## src/rtl/mem_copy_engine.sv

```systemverilog
// -----------------------------------------------------------------------------
// mem_copy_engine
//
// Copies a block of bytes from a source region to a destination region over
// the data memory's single port. It owns that port while busy: each byte takes
// one read cycle and then one write cycle. When the destination overlaps the
// tail of the source, the copy runs in descending address order so that no
// source byte is overwritten before it has been read.
//
// Ports:
//   clk          system clock, all state changes on the rising edge
//   reset        synchronous, active-high reset; aborts any transfer
//   start        request pulse, only looked at while idle
//   src_addr     first source address
//   dst_addr     first destination address
//   len          byte count 0..2^AW (larger values are clamped to 2^AW)
//   busy         high from the cycle after acceptance through the done cycle
//   done         one-cycle completion pulse
//   mem_addr     address to the data memory
//   mem_wr_en    write enable to the data memory
//   mem_dat_in   write data to the data memory
//   mem_dat_out  read data from the data memory (combinational from mem_addr)
// -----------------------------------------------------------------------------
module mem_copy_engine #(
    parameter int AW = 8,
    parameter int DW = 8,
    parameter int LW = 9
) (
    input  logic          clk,
    input  logic          reset,
    input  logic          start,
    input  logic [AW-1:0] src_addr,
    input  logic [AW-1:0] dst_addr,
    input  logic [LW-1:0] len,
    output logic          busy,
    output logic          done,
    output logic [AW-1:0] mem_addr,
    output logic          mem_wr_en,
    output logic [DW-1:0] mem_dat_in,
    input  logic [DW-1:0] mem_dat_out
);

    typedef enum logic [1:0] {
        IDLE,
        RD,
        WR,
        FIN
    } state_t;

    localparam logic [LW-1:0] MAX_LEN = LW'(2 ** AW);

    state_t        state_reg;
    state_t        state_next;
    logic [AW-1:0] cur_src_reg;
    logic [AW-1:0] cur_dst_reg;
    logic [LW-1:0] remaining_reg;
    logic [DW-1:0] hold_reg;
    logic          backward_reg;

    // Request decode, only meaningful while idle.
    logic [LW-1:0] len_clamped;
    logic [AW-1:0] dst_offset;
    logic          start_backward;
    logic [AW-1:0] last_offset;
    logic [AW-1:0] addr_step;

    assign len_clamped = (len > MAX_LEN) ? MAX_LEN : len;

    // Distance from source to destination, modulo the memory size. If the
    // destination starts inside the source block, a forward copy would
    // clobber unread source bytes, so walk the block from its top end.
    assign dst_offset     = dst_addr - src_addr;
    assign start_backward = (dst_addr != src_addr) && (LW'(dst_offset) < len_clamped);

    // Offset of the last byte. For a full 2^AW transfer the low bits are zero
    // and the subtraction wraps to 2^AW-1, which is exactly what is wanted.
    assign last_offset = len_clamped[AW-1:0] - AW'(1);

    // +1 or -1 modulo 2^AW.
    assign addr_step = backward_reg ? {AW{1'b1}} : AW'(1);

    // State register.
    always_ff @(posedge clk) begin
        if (reset) begin
            state_reg <= IDLE;
        end else begin
            state_reg <= state_next;
        end
    end

    // Datapath registers.
    always_ff @(posedge clk) begin
        if (reset) begin
            cur_src_reg   <= '0;
            cur_dst_reg   <= '0;
            remaining_reg <= '0;
            hold_reg      <= '0;
            backward_reg  <= 1'b0;
        end else begin
            case (state_reg)
                IDLE: begin
                    if (start) begin
                        backward_reg  <= start_backward;
                        remaining_reg <= len_clamped;
                        if (start_backward) begin
                            cur_src_reg <= src_addr + last_offset;
                            cur_dst_reg <= dst_addr + last_offset;
                        end else begin
                            cur_src_reg <= src_addr;
                            cur_dst_reg <= dst_addr;
                        end
                    end
                end
                RD: begin
                    hold_reg <= mem_dat_out;
                end
                WR: begin
                    remaining_reg <= remaining_reg - LW'(1);
                    cur_src_reg   <= cur_src_reg + addr_step;
                    cur_dst_reg   <= cur_dst_reg + addr_step;
                end
                default: begin
                end
            endcase
        end
    end

    // Next state and port outputs.
    always_comb begin
        state_next = state_reg;
        busy       = 1'b0;
        done       = 1'b0;
        mem_addr   = '0;
        mem_wr_en  = 1'b0;
        mem_dat_in = '0;
        case (state_reg)
            IDLE: begin
                if (start) begin
                    state_next = (len_clamped == '0) ? FIN : RD;
                end
            end
            RD: begin
                busy       = 1'b1;
                mem_addr   = cur_src_reg;
                state_next = WR;
            end
            WR: begin
                busy       = 1'b1;
                mem_addr   = cur_dst_reg;
                mem_wr_en  = 1'b1;
                mem_dat_in = hold_reg;
                // This write is the last one when a single byte remains.
                state_next = (remaining_reg == LW'(1)) ? FIN : RD;
            end
            FIN: begin
                busy       = 1'b1;
                done       = 1'b1;
                state_next = IDLE;
            end
            default: begin
                state_next = IDLE;
            end
        endcase
    end

endmodule

```

## config.mk

```make
export PLATFORM = sky130hd
export DESIGN_NAME = mem_copy_engine
export DESIGN_NICKNAME = d
export VERILOG_FILES = /design/src/rtl/mem_copy_engine.sv
export SDC_FILE = /design/constraint.sdc
export NUM_CORES = 1
export LEC_CHECK = 0
export BUFFER_PORTS_ARGS = -buffer_cell sky130_fd_sc_hd__buf_2
export CAP_MARGIN = 10
export CORE_ASPECT_RATIO = 0.5
export CORE_MARGIN = 10
export CORE_UTILIZATION = 58
export DETAILED_ROUTE_END_ITERATION = 8
export GPL_ROUTABILITY_DRIVEN = 1
export HOLD_SLACK_MARGIN = 0.12
export PLACE_DENSITY = 0.81
export SLEW_MARGIN = 30
export SYNTH_ARGS = -nofsm -noshare
export SYNTH_HDL_FRONTEND = slang
export SYNTH_SLANG_ARGS = --single-unit
```

## constraint.sdc

```tcl
create_clock -name clk -period 9.26 [get_ports clk]
set_input_delay 1.389 -clock clk [delete_from_list [all_inputs] [get_ports clk]]
set_output_delay 1.389 -clock clk [all_outputs]
set_load 0.05 [all_outputs]
```

==> summary.md <==
| Metric | Value |
|---|---|
| Result of the run | `finished clean` |
| Vertical die dimension | `just under 80 um` |
| Input/output buffers | `54` |
| Area of the multi-input gates | `2850 um2` |
| Xor/xnor cell area share of the yosys netlist | `0.0698` |
| Skew-Pair Late Insertion Delay | `0.28 ns` |
| Final setup viols | `0` |
| Slowest cell on crit path | `o311ai_4` |
| Setup WS post-layout | `4.83 ns` |
| # DRC | `0` |
| Standard cell core area | `around 6200 um2` |
| Netlist Area Pre-Place | `about 3800 um2` |
| Power per cell area | `~170 nW/um2` |
| Post-synthesis instance total | `481` |
| Postcts setup bufs | `0` |
| Post-synth net total | `~570` |
| Proportion of synthesized flip-flops having asynchronous set or reset | `0` |
| Post-detailed-route wirelength per cell | `17.1 um` |
| Main synth FF type | `dfxtp_1` |
| Vias per cell | `about 6.0` |
| Leakage Power | `between 1.5 and 2 nW` |
| Num ports | `55` |
| Share of synthesized area occupied by flip-flops and latches | `0.191` |
| Number of H-tree levels | `2` |
| Post-route core utilization | `0.685` |
| Final-layout setup total negative slack | `0 ns` |
| Simple-gate area share of the yosys netlist | `0.207` |
| Layout-stage area growth over the synthesis result | `12.5%` |
| Synth Area in Compound Gates | `0.222` |
| Sequential cell area | `721 um2` |
| Estimated wirelength of the detail-placed design | `8170 um` |
| Initial antenna violation count | `0` |
| Total of hold buffers inserted after clock tree synthesis | `0` |
| Final max-slew violation count | `0` |
| Number of enable flip-flop cells after synthesis | `0` |
| Max-cap violation count | `0` |
| RSZ-0062 raised after global routing | `no` |
| Largest register FFs | `9` |
| Distinct cell type count after synthesis | `between 50 and 60` |
| CP max FO | `14` |
| GR Util All Layers | `0.197` |
| Worst setup path class | `input pin to flip-flop` |
| Die ar. | `just over 10000 um2` |
| CTS Root Cell | `clkbuf_16` |
| Post-layout total power | `0.000718 W` |
| Pin count of the biggest net entering global routing | `41` |
| Routed WL | `10500 um` |
| Drt first pass iters | `5` |
| Clock tree from TritonCTS | `done` |
| Gr ovfl total | `0` |
| Type of the worst min-delay path | `flip-flop to flip-flop` |
| Fraction of layout cells with a size suffix above 1 | `0.133` |
| Arithmetic-cell share of the synthesized area counting full adders, half adders and majority gates | `0.193` |
| Final-layout fill cell count | `between 500 and 600` |
| Horiz. Die Dim | `134 um` |
| Worst rel slew slack | `0.424` |
| Max Clock Skew | `0.00471 ns` |
| Critical Path Sink Type | `flip-flop` |
| Longest individual stage delay on the worst path | `approximately 0.4 ns` |
| Number of sinks handled by clock tree synthesis | `36` |
| Clock edge transition at the registers on the reported setup and hold paths | `0.05 ns` |
| Post-place setup slack | `4.54 ns` |
| Share of cell area taken by muxes after synthesis | `0.0641` |
| Most frequent cells in the layout | `buf_2, ha_1, nor2_1` |
| Setup crit start kind | `input pin` |
| Post-layout nets | `618` |
| Worst Tran Pin Value | `0.864 ns` |
| Share of the clock period used by the worst path after layout | `0.478` |
| Number of placement rows | `20` |
| Most common cell after layout, fill and taps aside | `buf_2` |
| Critical path cell sequence | `buf_2, inv_1, ha_1, inv_1, fa_1, a21o_1, a21oi_1, o21bai_1, a21oi_1, xnor2_1, ha_1, a21o_1, o311ai_4, nand2_4, mux2i_1, a2111oi_0` |
| Detailed-route via count | `between 3000 and 4000` |
| Maximum vdd drop | `0.0745 mV` |
| Required time of the critical path | `approximately 9.4 ns` |
| Weighted congestion at the end of routability-driven global placement | `0.903` |
| Clock Path Buffers | `2` |
| Worst hold slack across all endpoints | `slightly below 0.5 ns` |
| Clock period minus worst slack | `4.43 ns` |
| Main combinational cell family by area after synthesis | `compound AO/OA/AOI/OAI gates` |
| Via count of the first global-routing pass | `about 3300` |
| Number of hold violations in the final report | `0` |
| Yosys warning total | `0` |
| Upper clock frequency limit | `0.226 GHz` |
| Global-route wire length before repair | `17100 um` |
| Synthesized area per cell | `a little under 8 um2` |
| Drt initial violations | `around 330` |
| Starting Density | `0.609` |
| Number of gates resized after cts | `0` |
| Total of flip-flops plus latches after synthesis | `36` |
| Diode insertion count for antenna repair | `0` |
| Number of CTS-inserted buffers | `5` |
| Routed Antenna Nets | `0` |
| Data arrival time at the worst-slack endpoint | `around 4.6 ns` |
-- critical path, delay by kind of cell --
kind	cells	cell delay, ns
xor+xnor	1	0.13
fa+ha+maj	3	0.80
compound gates	7	1.61
simple gates	1	0.25
mux	1	0.18
buf+inv	3	0.23
-- synth_stat cells, drive strengths merged (12+ instances only) --
cell     n  area (um2)
nor2    49         184
inv     30         113
mux2i   23         230
nor2b   14        87.6
nand2   36         143
dfxtp   36         721
o21ai   23         115
ha      50         626
a21oi   35         179
xor2    13         114
a211oi  15         113
nor3    12        60.1
xnor2   17         149
nand3   12        60.1
-- worst paths after layout --
check,to,cells past startpoint,startpoint,slack [ns]
max reg2reg,cur_src_reg[6],11,state_reg[0],6.23
min reg2reg,hold_reg[1],2,hold_reg[1],0.49
min,hold_reg[1],2,hold_reg[1],0.49
max,cur_dst_reg[5],16,dst_addr[0],4.83
-- per-layer routing --
layer,track usage,vias up,share of wire
met2,0.278,199,0.39
met3,0.0527,9,0.13
li1,-,1828,-
met5,0,-,0
met1,0.289,1671,0.47
met4,0.0389,0,0.0081
-- cell type report --
| class | count | share of cell area |
|---|---|---|
| inverters | 31 | 0.0275 |
| flip-flops and latches | 36 | 0.170 |
| multi-input cells | 396 | 0.673 |
| repair buffers | 57 | 0.0691 |
| well taps | 88 | 0.0260 |
| clock buffers | 8 | 0.0346 |
-- cell families (layout without fill, tap and decap cells) --
kind of cell               after synthesis  count (layout)
and+or+nand+nor                        160             160
AOI/OAI and AO/OA                      127             127
adders and majority gates               55              55
buffers and inverters                   49              96
DFF                                     36              36
xor gates and xnor gates                30              30
muxes                                   24              24
-- where the power goes --
part	total [W]	switching, W	internal (W)
clock network	0.000172	0.0000649	0.000107
logic	0.000344	0.000202	0.000142
registers	0.000202	0.0000244	0.000177
total	0.000718	0.000291	0.000427
-- per-stage QoR --
step | std cells | area [um2]
floorplan | 481 | 3760
global placement | 608 | 4090
detailed placement | 608 | 4090
CTS | 616 | 4230
global route | 616 | 4240
finish | 616 | 4240
Power figures use the tool's default switching activity.
